<file path="src/rtl/sub_16_pipe_pkg.sv">
// Shared widths and stage payload types for the two-stage 16-bit subtractor.
package sub_16_pipe_pkg;

    localparam int unsigned DATA_W      = 16;
    localparam int unsigned SLICE_W     = 8;
    localparam int unsigned PREFIX_LVLS = 3;

    // Low byte resolved, high byte operands carried forward with the mid borrow.
    typedef struct packed {
        logic [SLICE_W-1:0] d_lo;
        logic               b_mid;
        logic [SLICE_W-1:0] a_hi;
        logic [SLICE_W-1:0] b_hi;
    } s1_t;

    typedef struct packed {
        logic [DATA_W-1:0] q;
        logic              bout;
        logic              zero;
        logic              ovf;
    } s2_t;

endpackage

</file>
<file path="src/rtl/sub_8_slice.sv">
// Combinational 8-bit subtract slice (x - y - bin) with a parallel-prefix borrow network.
module sub_8_slice
    import sub_16_pipe_pkg::*;
(
    input  logic [SLICE_W-1:0] i_x,
    input  logic [SLICE_W-1:0] i_y,
    input  logic               i_bin,
    output logic [SLICE_W-1:0] o_d,
    output logic               o_bout
);

    logic [SLICE_W-1:0] w_g;
    logic [SLICE_W-1:0] w_p;
    logic [SLICE_W-1:0] w_bi;

    // Borrow generate where x<y per bit, propagate where x==y; bin folded into bit 0.
    // Descending in-place update keeps each level reading the previous level's values.
    always_comb begin
        w_g    = ~i_x & i_y;
        w_p    = ~(i_x ^ i_y);
        w_g[0] = w_g[0] | (w_p[0] & i_bin);
        for (int lv = 0; lv < int'(PREFIX_LVLS); lv++) begin
            for (int i = int'(SLICE_W) - 1; i >= 0; i--) begin
                if (i >= (1 << lv)) begin
                    w_g[i] = w_g[i] | (w_p[i] & w_g[i - (1 << lv)]);
                    w_p[i] = w_p[i] & w_p[i - (1 << lv)];
                end
            end
        end
        w_bi = {w_g[SLICE_W-2:0], i_bin};
    end

    assign o_d    = i_x ^ i_y ^ w_bi;
    assign o_bout = w_g[SLICE_W-1];

endmodule

</file>
<file path="src/rtl/sub_16_pipe.sv">
// Two-stage pipelined 16-bit subtractor with valid/ready handshakes on both sides.
module sub_16_pipe
    import sub_16_pipe_pkg::*;
(
    input  logic              clk,
    input  logic              rst_n,
    input  logic              in_valid,
    output logic              in_ready,
    input  logic [DATA_W-1:0] a,
    input  logic [DATA_W-1:0] b,
    input  logic              bin,
    output logic              out_valid,
    input  logic              out_ready,
    output logic [DATA_W-1:0] q,
    output logic              bout,
    output logic              zero,
    output logic              ovf
);

    logic r_v1;
    logic r_v2;
    s1_t  r_s1;
    s2_t  r_s2;

    logic               w_s2_free;
    logic               w_s1_free;
    logic               w_accept;
    logic [SLICE_W-1:0] w_d_lo;
    logic               w_b_mid;
    logic [SLICE_W-1:0] w_d_hi;
    logic               w_b_hi;
    logic [DATA_W-1:0]  w_q;
    logic               w_ovf;

    assign w_s2_free = !r_v2 || out_ready;
    assign w_s1_free = !r_v1 || w_s2_free;
    assign w_accept  = in_valid && w_s1_free;

    sub_8_slice u_slice_lo (
        .i_x    (a[SLICE_W-1:0]),
        .i_y    (b[SLICE_W-1:0]),
        .i_bin  (bin),
        .o_d    (w_d_lo),
        .o_bout (w_b_mid)
    );

    sub_8_slice u_slice_hi (
        .i_x    (r_s1.a_hi),
        .i_y    (r_s1.b_hi),
        .i_bin  (r_s1.b_mid),
        .o_d    (w_d_hi),
        .o_bout (w_b_hi)
    );

    assign w_q   = {w_d_hi, r_s1.d_lo};
    assign w_ovf = (r_s1.a_hi[SLICE_W-1] ^ r_s1.b_hi[SLICE_W-1])
                 & (w_q[DATA_W-1] ^ r_s1.a_hi[SLICE_W-1]);

    // Each stage loads only when the stage ahead of it is free to take its contents.
    always_ff @(posedge clk) begin
        if (!rst_n) begin
            r_v1 <= 1'b0;
            r_v2 <= 1'b0;
            r_s1 <= '0;
            r_s2 <= '0;
        end else begin
            if (w_s1_free) begin
                r_v1 <= w_accept;
                if (w_accept) begin
                    r_s1 <= '{d_lo:  w_d_lo,
                              b_mid: w_b_mid,
                              a_hi:  a[DATA_W-1:SLICE_W],
                              b_hi:  b[DATA_W-1:SLICE_W]};
                end
            end
            if (w_s2_free) begin
                r_v2 <= r_v1;
                if (r_v1) begin
                    r_s2 <= '{q:    w_q,
                              bout: w_b_hi,
                              zero: (w_q == '0),
                              ovf:  w_ovf};
                end
            end
        end
    end

    assign in_ready  = w_s1_free;
    assign out_valid = r_v2;
    assign q         = r_s2.q;
    assign bout      = r_s2.bout;
    assign zero      = r_s2.zero;
    assign ovf       = r_s2.ovf;

endmodule

</file>
<file path="config.mk">
export PLATFORM = sky130hd
export DESIGN_NAME = sub_16_pipe
export DESIGN_NICKNAME = d
export VERILOG_FILES = /design/src/rtl/sub_16_pipe_pkg.sv /design/src/rtl/sub_8_slice.sv /design/src/rtl/sub_16_pipe.sv
export SDC_FILE = /design/constraint.sdc
export NUM_CORES = 1
export LEC_CHECK = 0
export CAP_MARGIN = 30
export CORE_AREA = 2 2 83 85
export CTS_CLUSTER_DIAMETER = 200
export DETAILED_ROUTE_END_ITERATION = 7
export DIE_AREA = 0 0 85 87
export HOLD_SLACK_MARGIN = 0.12
export REMOVE_ABC_BUFFERS = 1
export SLEW_MARGIN = 20
export SYNTH_ARGS = -nofsm -noshare
export SYNTH_HDL_FRONTEND = slang
export SYNTH_SLANG_ARGS = --single-unit
</file>
<file path="constraint.sdc">
create_clock -name clk -period 5.02 [get_ports clk]
set_clock_uncertainty 0.2 [all_clocks]
set_input_delay 0.753 -clock clk [delete_from_list [all_inputs] [get_ports clk]]
set_output_delay 0.753 -clock clk [all_outputs]
set_load 0.02 [all_outputs]
</file>
### Yosys cells after proc, flatten, opt, wreduce, memory -nomap -nowiden

Index checks and enable logic that the tools add are counted.

* word-level logic and storage cells: 123
* bits of input ports: 37
* flip-flop bits (word level): 46
* output and inout bits: 21

* bitwise operators: 105
* reduce and logical (&&, ||, !) cells: 8

Operators by type and width (count)
* AND 1 bit: 57
* bitwise OR 1 bit: 36
* inverter 8 bit: 4
* XOR 8 bit: 4
* AND 8 bit: 2
* zero test 16 bit: 1
* AND reduction 2 bit: 2
* zero test 1 bit: 2
* logical OR 1 bit: 2
* XOR 1 bit: 2
* logical AND 1 bit: 1

### Depth between registers and ports, before layout

* depth in word-level cells: 11
* gate-level depth with buffers: 10
* depth with buffers taken out: 10

### Modules after synthesis

Synthesis repeated with hierarchy kept, for this count alone.

* cell total of the unflattened synthesis: 311
* area, all modules: 2750.1 um^2

By module, submodules not included
* sub_16_pipe: sequential area each 920.9 um^2, times used 1, cells each 217, area an instance 1994.4 um^2
* sub_8_slice: sequential area each 0.0 um^2, times used 2, cells each 47, area an instance 377.9 um^2

### Least setup slack after synthesis

Ideal clock, no wire load.

* kind: input-to-reg
* from: input port b[0]
* to: register r_s1[23] (netlist bit)
* path slack: 2.465 ns
* stages: 10
* data required time: 4.734 ns
* path buffers: 0
* setup time: 0.086 ns
* arrival time: 2.270 ns
* cell sequence: inv_1 > fa_1 > inv_1 > fa_1 > a21o_1 > a21oi_2 > o21bai_1 > a21oi_1 > xnor2_1 > a211oi_1

* word-level cells in the longest chain between the ends: 9
* elaborated cells on any way between the ends: 10
* classes of those cells: bitwise: 10

RTL lines
* from (decl): RTL line sub_16_pipe.sv:10 `input logic [DATA_W-1:0] b,`
* XOR 8 bit: RTL line sub_8_slice.sv:20 `w_p = ~(i_x ^ i_y);`
* inverter 8 bit: RTL line sub_8_slice.sv:20
* AND 1 bit: RTL line sub_8_slice.sv:21 `w_g[0] = w_g[0] | (w_p[0] & i_bin);`
* bitwise OR 1 bit *: RTL line sub_8_slice.sv:21
* AND 1 bit *: RTL line sub_8_slice.sv:25 `w_g[i] = w_g[i] | (w_p[i] & w_g[i - (1 << lv)]);`
* bitwise OR 1 bit *: RTL line sub_8_slice.sv:25
* AND 1 bit *: RTL line sub_8_slice.sv:25
* bitwise OR 1 bit *: RTL line sub_8_slice.sv:25
* XOR 8 bit *: RTL line sub_8_slice.sv:33 `assign o_d = i_x ^ i_y ^ w_bi;`
* to (signal assigned): RTL line sub_16_pipe.sv:70 `r_s1 <= '{d_lo: w_d_lo,`
* to (decl): RTL line sub_16_pipe.sv:22 `s1_t r_s1;`

Mark *: on every way between the ends. The rest lies on a longest branch, timed or not.
A chain may end at the register's enable or synchronous reset.

### Worst setup path in the final report

* from: input port out_ready
* to: output port in_ready

* word-level cells in the longest chain between the ends: 2

RTL lines
* from (decl): RTL line sub_16_pipe.sv:13 `input logic out_ready,`
* logical OR 1 bit: RTL line sub_16_pipe.sv:35 `assign w_s2_free = !r_v2 || out_ready;`
* logical OR 1 bit: RTL line sub_16_pipe.sv:36 `assign w_s1_free = !r_v1 || w_s2_free;`
* to (decl): RTL line sub_16_pipe.sv:8 `output logic in_ready,`

Every way passes these cells.

==> flow_summary.yaml <==
route:
  first_iter_violations: 50
  dr.pass1.iters: 4
  drc: 0
  wl_per_cell_um: 11.9
  wl_um: 5070
  via_per_inst: 4.83
  num_vias: 2051
  drtAntennaViolNets: 0
global_route:
  antenna_found_initial: 0
  track_usage: 0.147
  grt_max_degree: 43
  gr-total-overflow: 0
  grt_first_pass_wirelength_um: 8710
  grt_pass1_vias: 1924
sta:
  setup_tns_ns: 0
  rsz0062_at_grt: "false"
  slew_violations: 0
  min_period_over_period: 0.589
  finalHoldViolations: 0
  maxSlewHeadroom: 0.495
  tightest_slew_ns: 0.756
  fmax_mhz: 338
  finalSetupViolCount: 0
  whs_ns: 0.257
  min_period_ns: 2.96
cts:
  cts_hold_buf: 0
  clk_pin_slew_ns: 0.08
  htreeDepth: 2
  root_buffer: "clkbuf_8"
  cts_resized: 0
  clk_latency_ns: 0.30
  cts_made_buffers: 5
  clockBufferDepth: 2
  cts_setup_buffers: 0
  cts_tree: "yes"
  cts.sinks: 46
worst_setup_path:
  critPathLaunchType: "input port"
  worstReg2RegStart: "r_s1[0]"
  worst_path_largest_cell_delay_ns: 0.55
  path_class: "in -> out"
  rr_worst_depth: 10
  reg2reg_slack_ns: 2.68
  worstPathRequired_ns: 4.07
  crit_top_cell: "clkdlybuf4s50_1"
  r2r_end: "zero"
  cp_cell_sequence: "clkdlybuf4s50_1 -> nor2b_2 -> nand2_1 -> clkdlybuf4s50_1"
  end_kind: "output pin"
  crit_fanout: 5
  arrival_ns: 2.00
  crit_slowest_cell: "clkdlybuf4s50_1"
floorplanning:
  core_area_sq_mm: 0.00657
  die_w_um: 85
  die_h_um: 87
  start_util: 0.355
  ios: 58
  dieArea_sq_mm: 0.00740
  rows: 30
yosys:
  netlist-cell-type-count: 41
  yosysWarnings: 0
  synth_edf_count: 0
  synth_flop_cell: "dfxtp_1"
  synthesis.area_sq_mm: 0.00233
  yosys_register_bits: 46
  yosysSeqAreaShare: 0.395
  syn_area_per_cell_sq_um: 8.04
  synth_cells: 290
  async_reset_ff_frac: 0
placed_design:
  placed_cell_area_sq_mm: 0.00296
  post-dp-hpwl_um: 3680
  port_buffers: 57
  gp_congestion: 0.742
final_layout:
  drive_gt1_frac: 0.0493
  fin_area_sq_mm: 0.00307
  utilization: 0.467
  areaGrowthSynthToFinish_pct: 31.6
  fillCellCount: 669
  diodes: 0
  nets: 399
power_and_ir_drop:
  p_total_uw: 884
  p_leak_uw: 0.00121
  ir_worst_vdd_mv: 0.177
  cellPowerDensity_mw_per_mm2: 288
worst_hold_path:
  hold-path-endpoint: "q[1]"
  hp-class: "reg -> reg"
  hold_depth: 2
  min_from: "q[1]"
status:
  outcome: "finished clean"
job:
  max_cap_violations: 0
layer usage:
layer  vias to the layer above  global-route usage  wire (um)
li1                       1076                   -          -
met1                       932               0.184       2410
met2                        36               0.245       2390
met3                         7              0.0332        187
met4                         0              0.0563         85
met5                         -                   0          0
through the flow:
step           std cells  worst slack, ns
3_5_place_dp         417             1.86
6_report             425             2.06
4_1_cts              425             2.06
3_3_place_gp         416             1.92
5_1_grt              425             2.01
2_1_floorplan        278             2.46
synth_stat cells (2+ instances only):
cell | n | area (sq um)
nand2_1 | 62 | 233
dfxtp_1 | 46 | 921
a21oi_1 | 35 | 175
inv_1 | 23 | 86.3
nor2_1 | 23 | 86.3
ha_1 | 14 | 175
a211oi_1 | 8 | 60.1
clkbuf_1 | 8 | 30.0
o21ai_0 | 8 | 40.0
xnor2_1 | 8 | 70.1
nor2b_1 | 6 | 37.5
fa_1 | 4 | 80.1
nor4_1 | 4 | 25.0
o21a_1 | 4 | 30.0
nor3_1 | 3 | 15.0
or3_1 | 3 | 18.8
a221oi_1 | 2 | 17.5
buf_2 | 2 | 10.0
nand2b_1 | 2 | 12.5
nand3_1 | 2 | 10.0
nand4_1 | 2 | 12.5
o211ai_1 | 2 | 15.0
where the power goes:
group          internal [uW]  switching [uW]
combinational            105             109
clock                    147             122
sequential               388            14.4
kinds of logic after synthesis:
| group | count (synthesis) | synth area share |
|---|---|---|
| XOR/XNOR | 9 | 0.0338 |
| adder cells (fa/ha/maj) | 18 | 0.110 |
| AO/OA/AOI/OAI | 70 | 0.188 |
| buffers and inverters | 36 | 0.0666 |
| flip-flops | 46 | 0.395 |
| AND/OR/NAND/NOR | 110 | 0.202 |
| multiplexers | 1 | 0.00429 |
critical path, delay by kind of cell:
kind | cells | cell delay [ns]
buffers and inverters | 2 | 0.96
AND/OR/NAND/NOR | 2 | 0.29
sequential cells by signal (all words and copies together), names as in the netlist:
register	flops
bout	1
out_valid	1
ovf	1
q	16
r_s1	25
r_v1	1
zero	1
worst max-delay path by stage:
stage               endpoint       from  slack (ns)  depth (start not counted)
floorplan           r_s1[23]       b[0]        2.46                         10
global placement    r_s1[23]       a[0]        1.92                         10
detailed placement  r_s1[23]       a[0]        1.86                         10
CTS                 in_ready  out_ready        2.06                          4
global route        in_ready  out_ready        2.01                          4
finish              in_ready  out_ready        2.06                          4
cells in the final DEF, fill, tap and decap left out, types with 2 or more instances in the layout:
cell,count
clkbuf_8,5
o21ai_0,8
clkdlybuf4s50_1,57
xnor2_1,8
nand2b_1,2
nand2_1,62
a211oi_1,8
nand3_1,2
fa_1,4
clkinv_2,2
o21a_1,4
nor4_1,4
dfxtp_1,46
o211ai_1,2
ha_1,14
a21oi_1,35
nand4_1,2
nor2_1,23
nor3_1,3
nor2b_1,6
inv_1,23
a221oi_1,2
or3_1,3
layout make-up:
class                   instances  area, sq um  share of cell area
well taps                      80          100              0.0326
repair buffers                 59          593               0.193
inverters                      24         90.1              0.0294
clock inverters                 3         40.0              0.0131
multi-input cells             208         1250               0.409
clock buffers                   5         68.8              0.0224
flip-flops and latches         46          921               0.300
No activity file was read; power rests on OpenSTA's default activity.
